<file path="src/rtl/multi_timer.sv">
// N-channel down-counting timer on the PicoRV32 native memory bus.
// Each channel: prescaler, reload, one-shot/periodic mode, sticky W1C expiry flag.
module multi_timer #(
  parameter int unsigned N_CHANNELS    = 4,
  parameter int unsigned COUNTER_WIDTH = 32,
  parameter int unsigned PRESC_WIDTH   = 16
) (
  input  logic        clk,
  input  logic        reset,
  input  logic        select,
  input  logic [3:0]  wstrb,
  input  logic [7:0]  addr,
  input  logic [31:0] data_i,
  output logic        ready,
  output logic [31:0] data_o,
  output logic        irq
);

  localparam int unsigned CW = COUNTER_WIDTH;
  localparam int unsigned PW = PRESC_WIDTH;

  localparam logic [1:0] REG_CTRL   = 2'd0;
  localparam logic [1:0] REG_RELOAD = 2'd1;
  localparam logic [1:0] REG_COUNT  = 2'd2;
  localparam logic [1:0] REG_STATUS = 2'd3;

  logic [N_CHANNELS-1:0] en_q;
  logic [N_CHANNELS-1:0] mode_q;
  logic [N_CHANNELS-1:0] ie_q;
  logic [N_CHANNELS-1:0] expired_q;
  logic [PW-1:0]         presc_q  [N_CHANNELS];
  logic [PW-1:0]         pcnt_q   [N_CHANNELS];
  logic [CW-1:0]         reload_q [N_CHANNELS];
  logic [CW-1:0]         count_q  [N_CHANNELS];

  logic                  access;
  logic                  is_write;
  logic [3:0]            ch;
  logic [1:0]            rsel;
  logic [31:0]           wmask;
  logic [31:0]           rdata;
  logic [31:0]           merged;
  logic [N_CHANNELS-1:0] wr_ctrl;
  logic [N_CHANNELS-1:0] wr_reload;
  logic [N_CHANNELS-1:0] wr_count;
  logic [N_CHANNELS-1:0] w1c;
  logic [N_CHANNELS-1:0] tick_raw;
  logic [N_CHANNELS-1:0] tick;

  // The access executes in the single cycle in which ready is being raised
  assign access   = select & ~ready;
  assign is_write = |wstrb;
  assign ch       = addr[7:4];
  assign rsel     = addr[3:2];
  assign wmask    = {{8{wstrb[3]}}, {8{wstrb[2]}}, {8{wstrb[1]}}, {8{wstrb[0]}}};

  // Byte-lane merge of write data over the current register view
  assign merged = (rdata & ~wmask) | (data_i & wmask);

  logic unused_ok;
  assign unused_ok = &{1'b0, addr[1:0], merged};

  // Read view of the addressed register; out-of-range channels read 0
  always_comb begin
    rdata = '0;
    for (int i = 0; i < N_CHANNELS; i++) begin
      if (ch == 4'(i)) begin
        case (rsel)
          REG_CTRL:   rdata = {16'(presc_q[i]), 13'd0, ie_q[i], mode_q[i], en_q[i]};
          REG_RELOAD: rdata = 32'(reload_q[i]);
          REG_COUNT:  rdata = 32'(count_q[i]);
          default:    rdata = {30'd0, expired_q[i], en_q[i]};
        endcase
      end
    end
  end

  // Per-channel write decode and tick qualification (CTRL/COUNT writes swallow a tick)
  always_comb begin
    wr_ctrl   = '0;
    wr_reload = '0;
    wr_count  = '0;
    w1c       = '0;
    tick_raw  = '0;
    tick      = '0;
    for (int i = 0; i < N_CHANNELS; i++) begin
      if (access && is_write && ch == 4'(i)) begin
        wr_ctrl[i]   = (rsel == REG_CTRL);
        wr_reload[i] = (rsel == REG_RELOAD);
        wr_count[i]  = (rsel == REG_COUNT);
        w1c[i]       = (rsel == REG_STATUS) && wstrb[0] && data_i[1];
      end
      tick_raw[i] = en_q[i] && (pcnt_q[i] == presc_q[i]);
      tick[i]     = tick_raw[i] && !wr_ctrl[i] && !wr_count[i];
    end
  end

  // Channel state: prescaler, counter, expiry; bus writes applied last so they win
  always_ff @(posedge clk) begin
    if (reset) begin
      en_q      <= '0;
      mode_q    <= '0;
      ie_q      <= '0;
      expired_q <= '0;
      for (int i = 0; i < N_CHANNELS; i++) begin
        presc_q[i]  <= '0;
        pcnt_q[i]   <= '0;
        reload_q[i] <= '0;
        count_q[i]  <= '0;
      end
    end else begin
      for (int i = 0; i < N_CHANNELS; i++) begin
        if (tick_raw[i]) begin
          pcnt_q[i] <= '0;
        end else if (en_q[i]) begin
          pcnt_q[i] <= pcnt_q[i] + PW'(1);
        end
        if (tick[i]) begin
          if (count_q[i] != '0) begin
            count_q[i] <= count_q[i] - CW'(1);
          end else if (mode_q[i]) begin
            count_q[i] <= reload_q[i];
          end else begin
            en_q[i] <= 1'b0;
          end
        end
        expired_q[i] <= (expired_q[i] & ~w1c[i]) | (tick[i] & (count_q[i] == '0));
        if (wr_ctrl[i]) begin
          en_q[i]    <= merged[0];
          mode_q[i]  <= merged[1];
          ie_q[i]    <= merged[2];
          presc_q[i] <= merged[16 +: PW];
          if (merged[3]) begin
            count_q[i] <= reload_q[i];
            pcnt_q[i]  <= '0;
          end
        end
        if (wr_reload[i]) begin
          reload_q[i] <= merged[CW-1:0];
        end
        if (wr_count[i]) begin
          count_q[i] <= merged[CW-1:0];
          pcnt_q[i]  <= '0;
        end
      end
    end
  end

  // Bus handshake and read data capture
  always_ff @(posedge clk) begin
    if (reset) begin
      ready  <= 1'b0;
      data_o <= '0;
    end else begin
      ready <= access;
      if (access && !is_write) begin
        data_o <= rdata;
      end
    end
  end

  // Registered level interrupt
  always_ff @(posedge clk) begin
    if (reset) begin
      irq <= 1'b0;
    end else begin
      irq <= |(expired_q & ie_q);
    end
  end

endmodule
</file>
<file path="config.mk">
export PLATFORM = sky130hd
export DESIGN_NAME = multi_timer
export DESIGN_NICKNAME = d
export VERILOG_FILES = /design/src/rtl/multi_timer.sv
export SDC_FILE = /design/constraint.sdc
export NUM_CORES = 1
export LEC_CHECK = 0
export ABC_CLOCK_PERIOD_IN_PS = 5400
export CORE_AREA = 2 2 215 217
export DETAILED_ROUTE_END_ITERATION = 10
export DIE_AREA = 0 0 217 219
export PLACE_DENSITY_LB_ADDON = 0.3
export SYNTH_ARGS = -nofsm -noshare
export SYNTH_HDL_FRONTEND = slang
export SYNTH_SLANG_ARGS = --single-unit
</file>
<file path="constraint.sdc">
create_clock -name clk -period 5.4 [get_ports clk]
set_clock_uncertainty 0.05 [all_clocks]
set_input_delay 1.08 -clock clk [delete_from_list [all_inputs] [get_ports clk]]
set_output_delay 1.08 -clock clk [all_outputs]
set_load 0.01 [all_outputs]
</file>
==> metrics.txt <==
# TYPE chip_impl_metric gauge
chip_impl_metric{name="floorplan.rows",unit=""} 78
chip_impl_metric{name="fin_nets",unit=""} 2587
chip_impl_metric{name="post_synth_inst_count",unit=""} 2480
chip_impl_metric{name="first_pass_iters",unit=""} 6
chip_impl_metric{name="cp_data_required_time",unit="ns"} 5.56
chip_impl_metric{name="clk_pin_slew",unit="ns"} 0.06
chip_impl_metric{name="post_synth.cell_area_avg",unit="sq um"} 10.1
chip_impl_metric{name="critPathMaxFanout",unit=""} 16
chip_impl_metric{name="clock_network_power_share",unit="%"} 41.1
chip_impl_metric{name="worstMarginPinSlew",unit="ns"} 1.19
chip_impl_metric{name="grt_use_total",unit="%"} 34.1
chip_impl_metric{name="drv_slew",unit=""} 0
chip_impl_metric{name="dieWidth",unit="um"} 217
chip_impl_info{name="synth_top_flop_cell",value="edfxtp_1"} 1
chip_impl_info{name="tritoncts",value="yes"} 1
chip_impl_metric{name="switching_share",unit="%"} 25.9
chip_impl_metric{name="vias_per_cell",unit=""} 6.60
chip_impl_metric{name="yosys_register_bits",unit=""} 434
chip_impl_metric{name="synth_compound_area_share",unit="%"} 15.3
chip_impl_metric{name="total_leakage_power",unit="nW"} 9.62
chip_impl_info{name="cp_top_family",value="compound AO/OA/AOI/OAI gates"} 1
chip_impl_metric{name="flow.area_growth_from_synthesis",unit="%"} 12.4
chip_impl_info{name="cp-end-kind",value="register"} 1
chip_impl_metric{name="numPortBuffers",unit=""} 78
chip_impl_info{name="timing.hold.worst.class",value="register to register"} 1
chip_impl_metric{name="total_detailed_routing_wirelength",unit="um"} 81800
chip_impl_metric{name="power.share.sequential",unit="%"} 49.6
chip_impl_info{name="most_used_standard_cell_by_instance_count_after_synthesis",value="nor2_1"} 1
chip_impl_metric{name="placed_area",unit="sq um"} 26500
chip_impl_metric{name="grt.overflow.total",unit=""} 0
chip_impl_metric{name="synth-xor-area-share",unit="%"} 8.21
chip_impl_metric{name="detail_route.wl_per_cell",unit="um"} 25.8
chip_impl_metric{name="grt_start_max_net_pins",unit=""} 64
chip_impl_metric{name="hold_viol_final",unit=""} 0
chip_impl_info{name="cells_taking_the_most_area_after_synthesis",value="edfxtp_1, nor2_1, xnor2_1, dfxtp_1, xor2_1"} 1
chip_impl_metric{name="routed-via-count",unit=""} 20900
chip_impl_metric{name="clock_latency",unit="ns"} 0.60
chip_impl_metric{name="p_sw",unit="W"} 0.00202
chip_impl_metric{name="synth_enable_flop_cells",unit=""} 384
chip_impl_metric{name="core-area",unit="sq um"} 45100
chip_impl_info{name="critPathKind",value="input port to register"} 1
chip_impl_metric{name="yosys.area_share.adder",unit="%"} 0.602
chip_impl_metric{name="synth-simple-area-share",unit="%"} 17.9
chip_impl_info{name="yosys.area.top_type",value="edfxtp_1"} 1
chip_impl_info{name="synth_top_family_by_area",value="simple AND/OR/NAND/NOR gates"} 1
chip_impl_info{name="slowest_library_cell_on_the_worst_path",value="or3_1"} 1
chip_impl_metric{name="floorplan.io_pins",unit=""} 81
chip_impl_metric{name="die_area",unit="sq um"} 47500
chip_impl_info{name="top_post_synthesis_cells_by_count",value="nor2_1, edfxtp_1, nand2_1"} 1
chip_impl_metric{name="design_area",unit="sq um"} 28000
chip_impl_metric{name="setup_violations",unit=""} 0
chip_impl_metric{name="initial_antenna_violation_count",unit=""} 3
chip_impl_metric{name="detailedPlacementHpwl",unit="um"} 59000
chip_impl_metric{name="min_period",unit="ns"} 4.38
chip_impl_metric{name="power-per-cell-area",unit="nW/um^2"} 279
chip_impl_metric{name="gp_congestion",unit=""} 1.02
chip_impl_metric{name="fin_crit_sh",unit="%"} 81.1
chip_impl_metric{name="vdd_ir_drop_max",unit="mV"} 0.270
chip_impl_metric{name="fin_setup_tns",unit="ns"} 0
chip_impl_metric{name="post-synth-top-area-fraction",unit="%"} 46.2
chip_impl_metric{name="detailedRoute.firstIterationViolations",unit=""} 3234
chip_impl_metric{name="remaining_drc_errors",unit=""} 0
chip_impl_info{name="run_status",value="completed"} 1
chip_impl_metric{name="fillers",unit=""} 3784
chip_impl_metric{name="detail-route-antenna-nets",unit=""} 0
chip_impl_info{name="grt_setup_unrepaired",value="false"} 1
chip_impl_metric{name="synth.lib_cells_used.distinct",unit=""} 85
chip_impl_metric{name="power.internal",unit="W"} 0.00580
chip_impl_metric{name="critPathBufInv",unit=""} 1
chip_impl_info{name="timing.critical_path.from_type",value="input port"} 1
chip_impl_metric{name="grt_pass1_vias",unit=""} 19900
chip_impl_metric{name="slowest_delay",unit="ns"} 0.73
chip_impl_metric{name="die_y",unit="um"} 219
chip_impl_metric{name="combPwrFrac",unit="%"} 9.3
chip_impl_metric{name="cts-htree-levels",unit=""} 2
chip_impl_metric{name="yosysWarningCount",unit=""} 0
chip_impl_info{name="clockRootBuffer",value="clkbuf_16"} 1
chip_impl_metric{name="synth-seq-area-share",unit="%"} 50.2
chip_impl_metric{name="cts-hold-fix-buffers",unit=""} 0
chip_impl_metric{name="initial_core_util",unit="%"} 55.3
chip_impl_metric{name="clock_sink_count",unit=""} 434
chip_impl_metric{name="netlist_area",unit="sq um"} 24900
chip_impl_metric{name="synth_fp_nets",unit=""} 2539
chip_impl_metric{name="numCtsBuffers",unit=""} 50
chip_impl_metric{name="maxClockFrequency",unit="MHz"} 228
chip_impl_info{name="crit_chain",value="clkdlybuf4s50_1 > or3b_1 > a311o_1 > o31a_2 > o21ai_2 > o21ai_0 > or3_1"} 1
chip_impl_metric{name="post_cts_repair_resize_count",unit=""} 0
chip_impl_metric{name="max-slew-margin-rel",unit="%"} 20.7
chip_impl_metric{name="post_route_cells_drive_above_1_share",unit="%"} 10.7
chip_impl_metric{name="async_reset_ff_share",unit="%"} 0
chip_impl_metric{name="cts_max_path_buffers",unit=""} 3
chip_impl_metric{name="cts.repair_timing.setup_buffer_count",unit=""} 0
chip_impl_metric{name="cp_data_arrival_time",unit="ns"} 4.54
chip_impl_metric{name="synthMuxAreaShare",unit="%"} 4.04
chip_impl_metric{name="wire_length_of_the_first_global_routing_pass",unit="um"} 122000
chip_impl_metric{name="cap_viol_max_count",unit=""} 0
[routing by layer]
layer,up-vias,wire [um],share of wire [%],global-route usage [%]
li1,9333,-,-,-
met1,10100,32200,39,47.9
met2,1274,36300,44,51.7
met3,175,10400,13,8.26
met4,4,2910,3.6,11.7
met5,-,27,0.033,0
[final cells by class]
type	instances	area, sq um	share of cell area, %
clock buffers	61	1320	4.72
repair buffers	183	1580	5.62
inverters	30	113	0.401
flip-flops and latches	434	12500	44.7
well taps	600	751	2.68
clock inverters	32	188	0.669
multi-input cells	1829	11600	41.2
diodes	1	2.50	0.00892
[tightest hold or removal path, delay by kind of cell (launching register included)]
kind	cells	cell delay (ns)
AOI/OAI and AO/OA	1	0.05
DFF	1	0.31
and+or+nand+nor	1	0.05
[path summary, 6_finish.rpt]
check / from / to / slack [ns] / cells after the start
min reg2reg: data_o[8]$_SDFFE_PP0P_ / data_o[8]$_SDFFE_PP0P_ / 0.41 / 2
max: addr[5] / pcnt_q[0][4]$_SDFFCE_PP0P_ / 1.02 / 7
max reg2reg: count_q[2][8]$_SDFFCE_PN0P_ / count_q[2][8]$_SDFFCE_PN0P_ / 1.67 / 7
min: data_o[8]$_SDFFE_PP0P_ / data_o[8]$_SDFFE_PP0P_ / 0.41 / 2
[state kept, by name, summed over array words and instances, names as in the netlist]
signal / cells
count_q: 128
reload_q: 128
pcnt_q: 64
presc_q: 64
data_o: 32
en_q: 4
expired_q: 4
ie_q: 4
mode_q: 4
irq: 1
ready: 1
[power groups by stage]
stage          clock network [W]  registers (W)  logic [W]
2_1_floorplan                  0        0.00391   0.000419
3_3_place_gp                   0        0.00394   0.000688
3_5_place_dp                   0        0.00395   0.000695
4_1_cts                  0.00324        0.00388   0.000699
5_1_grt                  0.00336        0.00389   0.000759
6_report                 0.00321        0.00388   0.000725
[through the flow]
step | util (%) | power [W] | cells | hold slack (ns) | setup WS (ns)
finish | 62.2 | 0.00782 | 3170 | 0.408 | 1.02
floorplan | - | 0.00433 | 2480 | 0.394 | 0.301
global route | 62.2 | 0.00801 | 3170 | 0.425 | 0.890
global placement | 58.8 | 0.00463 | 3076 | 0.394 | 0.611
detailed placement | 58.8 | 0.00464 | 3076 | 0.397 | 0.503
CTS | 62.2 | 0.00782 | 3169 | 0.405 | 1.13
[logic make-up after synthesis]
group,count (synthesis)
AO/OA/AOI/OAI,559
XOR/XNOR,233
adder cells (fa/ha/maj),12
buffers and inverters,217
flip-flops,434
multiplexers,96
AND/OR/NAND/NOR,929
[cells in the final DEF (no fill, tap or decap), drive strengths merged, types with 60 or more instances in the layout]
cell type,netlist,routed
nand2,160,160
nor2,388,388
xnor2,130,130
nand3,60,60
o221ai,60,60
buf,64,109
mux2i,76,76
clkbuf,123,61
clkdlybuf4s50,0,74
edfxtp,384,384
a21oi,129,129
o22ai,62,62
xor2,103,103
o21ai,87,87
No activity file was read; power rests on OpenSTA's default activity.
